`config.mk`:
```
export PLATFORM = sky130hd
export DESIGN_NAME = if_fetch_ctrl_flat
export DESIGN_NICKNAME = d
export VERILOG_FILES = /design/src/rtl/if_fetch_ctrl_if.sv /design/src/rtl/if_fetch_ctrl.sv /design/src/flat_wrapper.sv
export SDC_FILE = /design/constraint.sdc
export NUM_CORES = 1
export LEC_CHECK = 0
export ABC_AREA = 1
export CORE_MARGIN = 4
export CORE_UTILIZATION = 30
export DETAILED_ROUTE_END_ITERATION = 6
export SLEW_MARGIN = 20
export SYNTH_ARGS = -nofsm -noshare
export SYNTH_HDL_FRONTEND = slang
export SYNTH_SLANG_ARGS = --single-unit
```
`constraint.sdc`:
```
create_clock -name clk -period 7.4 [get_ports clk]
set_input_delay 1.48 -clock clk [delete_from_list [all_inputs] [get_ports clk]]
set_output_delay 1.48 -clock clk [all_outputs]
set_load 0.02 [all_outputs]
```
`src/rtl/if_fetch_ctrl_if.sv`:
```
// Instruction-memory read bus used by the fetch controller.
// Handshake: the master raises imem_req with imem_addr and keeps imem_addr stable
// until imem_ack; a word is transferred in every cycle where imem_req and imem_ack
// are both high, and imem_rdata is only meaningful in that cycle.
interface if_fetch_ctrl_if;
    logic        imem_req;
    logic [31:0] imem_addr;
    logic        imem_ack;
    logic [31:0] imem_rdata;

    modport master (
        output imem_req,
        output imem_addr,
        input  imem_ack,
        input  imem_rdata
    );

    modport slave (
        input  imem_req,
        input  imem_addr,
        output imem_ack,
        output imem_rdata
    );
endinterface

```
`src/rtl/if_fetch_ctrl.sv`:
```
// Instruction-fetch controller: reads one word per request from instruction memory,
// steps the PC register only when a word is handed to decode (or on a redirect),
// parks a word in a one-entry buffer while decode stalls, and discards the data of
// a request that was overtaken by a branch/jump redirect.
module if_fetch_ctrl #(
    parameter logic [31:0] RESET_PC = 32'h0000_3000
) (
    input  logic                  clk,
    input  logic                  reset,
    input  logic [31:0]           pc_q,
    input  logic [31:0]           pc_d,
    output logic                  pc_nen,
    if_fetch_ctrl_if.master       imem,
    input  logic                  id_stall,
    input  logic                  redirect,
    output logic [31:0]           instr,
    output logic [31:0]           instr_pc,
    output logic                  instr_valid,
    output logic                  dbg_state
);

    typedef enum logic {
        ST_REQ  = 1'b0,
        ST_HOLD = 1'b1
    } state_t;

    state_t      r_state;
    logic [31:0] r_req_addr;
    logic        r_drop;
    logic [31:0] r_instr;
    logic [31:0] r_instr_pc;
    logic        r_instr_valid;
    logic [31:0] r_buf;
    logic [31:0] r_buf_pc;

    state_t      w_state_nxt;
    logic [31:0] w_req_addr_nxt;
    logic        w_drop_nxt;
    logic [31:0] w_instr_nxt;
    logic [31:0] w_instr_pc_nxt;
    logic        w_instr_valid_nxt;
    logic [31:0] w_buf_nxt;
    logic [31:0] w_buf_pc_nxt;
    logic        w_advance;
    logic        w_imem_req;

    // Next-state and decoded outputs; every register holds unless a rule below fires.
    always_comb begin
        w_state_nxt    = r_state;
        w_req_addr_nxt = r_req_addr;
        w_drop_nxt     = r_drop;
        w_instr_nxt    = r_instr;
        w_instr_pc_nxt = r_instr_pc;
        w_buf_nxt      = r_buf;
        w_buf_pc_nxt   = r_buf_pc;
        w_advance      = 1'b0;
        w_imem_req     = 1'b0;

        case (r_state)
            ST_REQ: begin
                w_imem_req = 1'b1;
                if (imem.imem_ack) begin
                    if (r_drop || redirect) begin
                        // Stale word: refetch from wherever the PC now points.
                        w_drop_nxt     = 1'b0;
                        w_req_addr_nxt = redirect ? pc_d : pc_q;
                    end else if (id_stall) begin
                        w_buf_nxt    = imem.imem_rdata;
                        w_buf_pc_nxt = r_req_addr;
                        w_state_nxt  = ST_HOLD;
                    end else begin
                        w_advance      = 1'b1;
                        w_instr_nxt    = imem.imem_rdata;
                        w_instr_pc_nxt = r_req_addr;
                        w_req_addr_nxt = pc_d;
                    end
                end else if (redirect) begin
                    // Address must stay put until the ack, so remember to drop it.
                    w_drop_nxt = 1'b1;
                end
            end
            ST_HOLD: begin
                if (redirect) begin
                    w_req_addr_nxt = pc_d;
                    w_state_nxt    = ST_REQ;
                end else if (!id_stall) begin
                    w_advance      = 1'b1;
                    w_instr_nxt    = r_buf;
                    w_instr_pc_nxt = r_buf_pc;
                    w_req_addr_nxt = pc_d;
                    w_state_nxt    = ST_REQ;
                end
            end
        endcase

        // Flush beats stall, stall holds, otherwise valid only on a hand-off.
        if (redirect) begin
            w_instr_valid_nxt = 1'b0;
        end else if (id_stall) begin
            w_instr_valid_nxt = r_instr_valid;
        end else begin
            w_instr_valid_nxt = w_advance;
        end
    end

    // State and datapath registers with asynchronous clear.
    always_ff @(posedge clk or posedge reset) begin
        if (reset) begin
            r_state       <= ST_REQ;
            r_req_addr    <= RESET_PC;
            r_drop        <= 1'b0;
            r_instr       <= 32'h0;
            r_instr_pc    <= 32'h0;
            r_instr_valid <= 1'b0;
            r_buf         <= 32'h0;
            r_buf_pc      <= 32'h0;
        end else begin
            r_state       <= w_state_nxt;
            r_req_addr    <= w_req_addr_nxt;
            r_drop        <= w_drop_nxt;
            r_instr       <= w_instr_nxt;
            r_instr_pc    <= w_instr_pc_nxt;
            r_instr_valid <= w_instr_valid_nxt;
            r_buf         <= w_buf_nxt;
            r_buf_pc      <= w_buf_pc_nxt;
        end
    end

    assign pc_nen         = ~(w_advance | redirect);
    assign imem.imem_req  = w_imem_req;
    assign imem.imem_addr = r_req_addr;
    assign instr          = r_instr;
    assign instr_pc       = r_instr_pc;
    assign instr_valid    = r_instr_valid;
    assign dbg_state      = r_state;

endmodule
```
`src/flat_wrapper.sv`:
```
// flat-port wrapper written by rule: the top's interface ports become plain ports
module if_fetch_ctrl_flat 
#(
    parameter logic [31:0] RESET_PC = 32'h0000_3000
)
  (clk, reset, pc_q, pc_d, pc_nen, id_stall, redirect, instr, instr_pc, instr_valid, dbg_state, imem_imem_req, imem_imem_addr, imem_imem_ack, imem_imem_rdata);
  if_fetch_ctrl_if imem_i ();
  input  logic clk;
  input  logic reset;
  input  logic [31:0] pc_q;
  input  logic [31:0] pc_d;
  output logic pc_nen;
  input  logic id_stall;
  input  logic redirect;
  output logic [31:0] instr;
  output logic [31:0] instr_pc;
  output logic instr_valid;
  output logic dbg_state;
  output wire logic [$bits(imem_i.imem_req)-1:0] imem_imem_req;
  output wire logic [$bits(imem_i.imem_addr)-1:0] imem_imem_addr;
  input wire logic [$bits(imem_i.imem_ack)-1:0] imem_imem_ack;
  input wire logic [$bits(imem_i.imem_rdata)-1:0] imem_imem_rdata;
  assign imem_imem_req = imem_i.imem_req;
  assign imem_imem_addr = imem_i.imem_addr;
  assign imem_i.imem_ack = imem_imem_ack;
  assign imem_i.imem_rdata = imem_imem_rdata;
  if_fetch_ctrl #(.RESET_PC(RESET_PC)) u_core (.clk(clk), .reset(reset), .pc_q(pc_q), .pc_d(pc_d), .pc_nen(pc_nen), .imem(imem_i), .id_stall(id_stall), .redirect(redirect), .instr(instr), .instr_pc(instr_pc), .instr_valid(instr_valid), .dbg_state(dbg_state));
endmodule
```
Yosys cells after proc, flatten, opt, wreduce, memory -nomap -nowiden

Cells that the tools add are included.

Flip-flop bits (word level): 163
Output and inout bits: 100
Word-level logic and storage cells: 58
Input port bits: 101

Reductions and logical operators: 5
Bitwise operators: 4
Equality and inequality tests: 7
Mux-type cells: 34

Operators by type and width:

| operator                                                                 | count |
|---|---|
| 32-bit two-way mux                                                       | 15 |
| 32-bit one-hot mux with 2 select lines                                   | 3 |
| 1-bit two-way mux                                                        | 14 |
| 2-bit inequality test (second input constant)                            | 5 |
| 5-bit AND reduction                                                      | 1 |
| 2-bit by 1-bit inequality test with 1-bit output (second input constant) | 2 |
| 1-bit one-hot mux with 2 select lines                                    | 2 |
| 4-bit AND reduction                                                      | 1 |
| 1-bit inverter                                                           | 3 |
| 3-bit AND reduction                                                      | 1 |
| 2-bit nonzero test                                                       | 1 |
| 1-bit logical OR                                                         | 1 |
| 1-bit OR                                                                 | 1 |

Longest topological paths before layout

Depth in word-level cells: 6
Mapped depth: 10
Mapped depth without buffers: 7

Worst setup path before layout

No wires, ideal clock.

Kind: input to output
From: input port id_stall
To: output port pc_nen
Setup slack: 3.677 ns
Buffers on the path: 2
Data arrival time: 2.243 ns
Stages on the path: 4
Data required time: 5.920 ns
Cell sequence: buf_2 > inv_2 > buf_2 > a21oi_1

Cells in the longest elaborated chain, start to end: 6
Elaborated cells between the ends (all ways): 7
Those cells by class: 5 x mux; 2 x bitwise

Ends and longest elaborated chain:

| element                                   | line                                     | text |
|---|---|---|
| start, declared                           | flat_wrapper.sv:13                       | `input logic id_stall;` |
| 1-bit two-way mux (*)                     | if_fetch_ctrl.sv:67, if_fetch_ctrl.sv:86 |  |
| 1-bit two-way mux                         | if_fetch_ctrl.sv:63                      | `if (r_drop \|\| redirect) begin` |
| 1-bit two-way mux                         | if_fetch_ctrl.sv:62                      | `if (imem.imem_ack) begin` |
| 1-bit one-hot mux with 2 select lines (*) | if_fetch_ctrl.sv:59                      | `case (r_state)` |
| 1-bit OR (*)                              | if_fetch_ctrl.sv:129                     | `assign pc_nen = ~(w_advance \| redirect);` |
| 1-bit inverter (*)                        | if_fetch_ctrl.sv:129                     |  |
| end, declared                             | flat_wrapper.sv:12                       | `output logic pc_nen;` |

Every way passes the cells marked *; elsewhere a longest branch is shown, timed or not.

Worst setup path in the final report

Same ends and word-level chain as after synthesis.

==> flow_metrics.py <==
metrics = {
    "timing": {
        "skew_ns": 0.00855,
        "slew_violations": 0,
        "finalSetupViolations": 0,
        "fin_setup_tns_ns": 0,
        "rsz0062_at_grt": "false",
        "finalHoldViolCount": 0,
        "period_needed_ns": 4.79,
        "slew_headroom": 0.362,
        "post-route-period-util": 0.647,
        "max_freq_mhz": 209,
        "worstMarginPinSlew_ns": 0.957,
        "setup_slack_ns": 2.61,
    },
    "global_routing": {
        "grt_start_max_net_pins": 97,
        "grt-ovfl-total": 0,
        "antenna_found_initial": 1,
        "gr-usage-all-layers": 0.159,
        "grt_pass1_wl_um": 39600,
        "grt_pass1_vias": 7591,
    },
    "pwr": {
        "sequentialPowerShare": 0.406,
        "power_frac_clock": 0.286,
        "power.total_mw": 3.03,
        "leakagePower_nw": 5.65,
        "peakVddDrop_v": 0.000158,
        "switchingPower_mw": 1.03,
        "sw_frac_of_total": 0.339,
        "pwr-share-comb": 0.307,
        "p_int_mw": 2.00,
        "power.density_nw_per_um2": 271,
    },
    "clock_network": {
        "cts-resized-gates": 0,
        "cts_sinks": 163,
        "root_buffer": "clkbuf_16",
        "numCtsBuffers": 17,
        "path_clk_slew_ns": 0.06,
        "hold_buffers": 0,
        "clkLatencyLatePin_ns": 0.42,
        "cts_tree": "yes",
        "postCtsSetupRepairBufs": 0,
        "cts_buffer_depth": 2,
        "htreeDepth": 4,
    },
    "yosys": {
        "yosys.area_share.adder": 0,
        "async_reset_ff_frac": 1.00,
        "synth_edf_count": 0,
        "syn_area_um2": 8420,
        "synthMuxAreaShare": 0,
        "synth_top_family_by_area": "simple AND/OR/NAND/NOR gates",
        "synth_top_area_cell": "dfrtp_1",
        "synth_cell_types": 20,
        "synth_top_area_share": 0.479,
        "synth_compound_area_frac": 0.117,
        "synth_seq_cells": 163,
        "synth_xor_area_frac": 0,
        "synth_simple_gate_area_frac": 0.305,
        "synth_most_common_cell": "nand2_1",
        "ys_top_cells_by_count": "544 x nand2_1, 161 x dfrtp_1, 128 x o21ai_1",
        "ys_top_cells_by_area": "dfrtp_1 48%, nand2_1 24%, o21ai_1 7.6%",
        "netlist_instances": 1185,
        "avgSynthCellArea_um2": 7.10,
        "ys_warn_count": 0,
        "syn_nets": 1286,
        "synthFlopType": "dfrtp_1",
        "yosysSeqAreaShare": 0.485,
    },
    "hold_path": {
        "hp-class": "reg -> reg",
        "holdPathStages": 2,
        "hold_path_end": "u_core.r_buf[31]",
        "min-delay-start": "u_core.r_buf[31]",
    },
    "floorplanning": {
        "fp.dieH_um": 176,
        "dieWidth_um": 176,
        "core.rowCount": 61,
        "core_area_um2": 27700,
        "die-area_um2": 30800,
        "pin_count": 201,
        "initial_core_util": 0.304,
    },
    "worst_setup_path": {
        "cp.arrival_ns": 3.31,
        "max_stage_delay_ns": 0.65,
        "crit_path_end_kind": "primary output",
        "critical_path_class": "in -> out",
        "critPathRequiredTime_ns": 5.92,
        "worstPathCellList": "buf_2, buf_4, inv_2, a21oi_1, clkdlybuf4s50_1",
        "slowest_stage": "clkdlybuf4s50_1",
        "r2r_end": "u_core.instr_pc[7]",
        "rr_startpoint": "u_core.dbg_state",
        "reg2reg_depth": 6,
        "cp_max_fo": 35,
        "start_kind": "input pin",
        "ff2ff_setup_slack_ns": 4.18,
    },
    "cells_and_area": {
        "layout-drive-gt1-share": 0.0422,
        "final_cells": 1728,
        "regArea_um2": 4080,
        "multi_input_area_um2": 3590,
        "diodes": 0,
        "layout.nets": 1438,
        "areaGrowthSynthToFinish_pct": 32.7,
        "fin_area_um2": 11200,
        "fillers": 2911,
    },
    "flow_run": {
        "drv_cap": 0,
    },
    "placement": {
        "dp_hpwl_um": 16100,
        "gp_congestion": 0.793,
        "post_dp_cell_area_um2": 10600,
        "io_buffers": 200,
        "dp.cells": 1696,
        "dp_slack_ns": 2.56,
    },
    "drt": {
        "route.detailed.drc": 0,
        "viasPerCell": 4.58,
        "via_count": 7911,
        "wl_per_cell_um": 14.3,
        "first_pass_iters": 5,
        "drt-total-wl_um": 24700,
        "postRouteAntennaNets": 0,
        "drt_iter0_drc": 540,
    },
    "outcome": {
        "status": "complete, no violations",
    },
}
## through the flow
step / hold slack (ns) / utilization
2_1_floorplan: 0.454 / -
3_3_place_gp: 0.465 / 0.382
3_5_place_dp: 0.473 / 0.382
4_1_cts: 0.490 / 0.403
5_1_grt: 0.500 / 0.403
6_report: 0.484 / 0.403
## worst max path at each step
stage	end	startpoint
detailed placement	pc_nen	id_stall
CTS	pc_nen	id_stall
global placement	pc_nen	id_stall
floorplan	u_core.dbg_state	reset
global route	pc_nen	id_stall
finish	pc_nen	id_stall
## worst max-delay path: cells and delay by family
family / cells / cell delay, ns
buffers and inverters: 4 / 1.57
AOI/OAI and AO/OA: 1 / 0.25
## cell usage in the layout, fill, tap and decap left out, types with 2 or more instances in the layout
master	count
nand2_1	544
clkdlybuf4s50_1	198
dfrtp_1	160
o21ai_1	128
inv_1	97
nand3_1	97
o21ai_0	63
clkbuf_16	17
buf_4	9
inv_6	5
inv_2	3
nor2_4	3
a21oi_1	3
clkinv_4	3
clkinvlp_4	3
nand3_4	2
nor2_1	2
clkbuf_8	2
clkinv_2	2
buf_2	2
dfstp_2	2
## cell families (layout without fill, tap and decap cells)
kind of cell,Yosys count,count (layout)
flip-flops,163,163
AND/OR/NAND/NOR,648,648
AO/OA/AOI/OAI,196,196
buffers and inverters,178,343
## final cells by class
type / count / area share
Clock buffer: 19 / 0.0405
Clock inverter: 13 / 0.0111
Inverter: 102 / 0.0349
Multi-Input combinational cell: 844 / 0.321
Sequential cell: 163 / 0.365
Tap cell: 378 / 0.0423
Timing Repair Buffer: 209 / 0.184
## power groups by stage
stage          Clock, mW  Sequential [mW]  Combinational (mW)
2_1_floorplan          0             1.37               0.376
3_3_place_gp           0             1.24               0.928
3_5_place_dp           0             1.25               0.941
4_1_cts            0.900             1.23               0.944
5_1_grt            0.934             1.26                1.03
6_report           0.867             1.23               0.930
## state kept, by name, summed over array words and instances (netlist names)
signal,flops
u_core.imem.imem_addr,32
u_core.instr,32
u_core.instr_pc,32
u_core.r_buf,32
u_core.r_buf_pc,32
u_core.dbg_state,1
u_core.instr_valid,1
u_core.r_drop,1
## per-layer routing
layer / part of all wire / routed length [um] / vias up / global-route usage
li1: - / - / 4017 / -
met1: 0.46 / 11400 / 3622 / 0.208
met2: 0.46 / 11300 / 244 / 0.262
met3: 0.068 / 1690 / 26 / 0.0430
met4: 0.015 / 374 / 2 / 0.0452
met5: 0.00032 / 8 / - / 0
No activity file was read; power rests on OpenSTA's default activity.
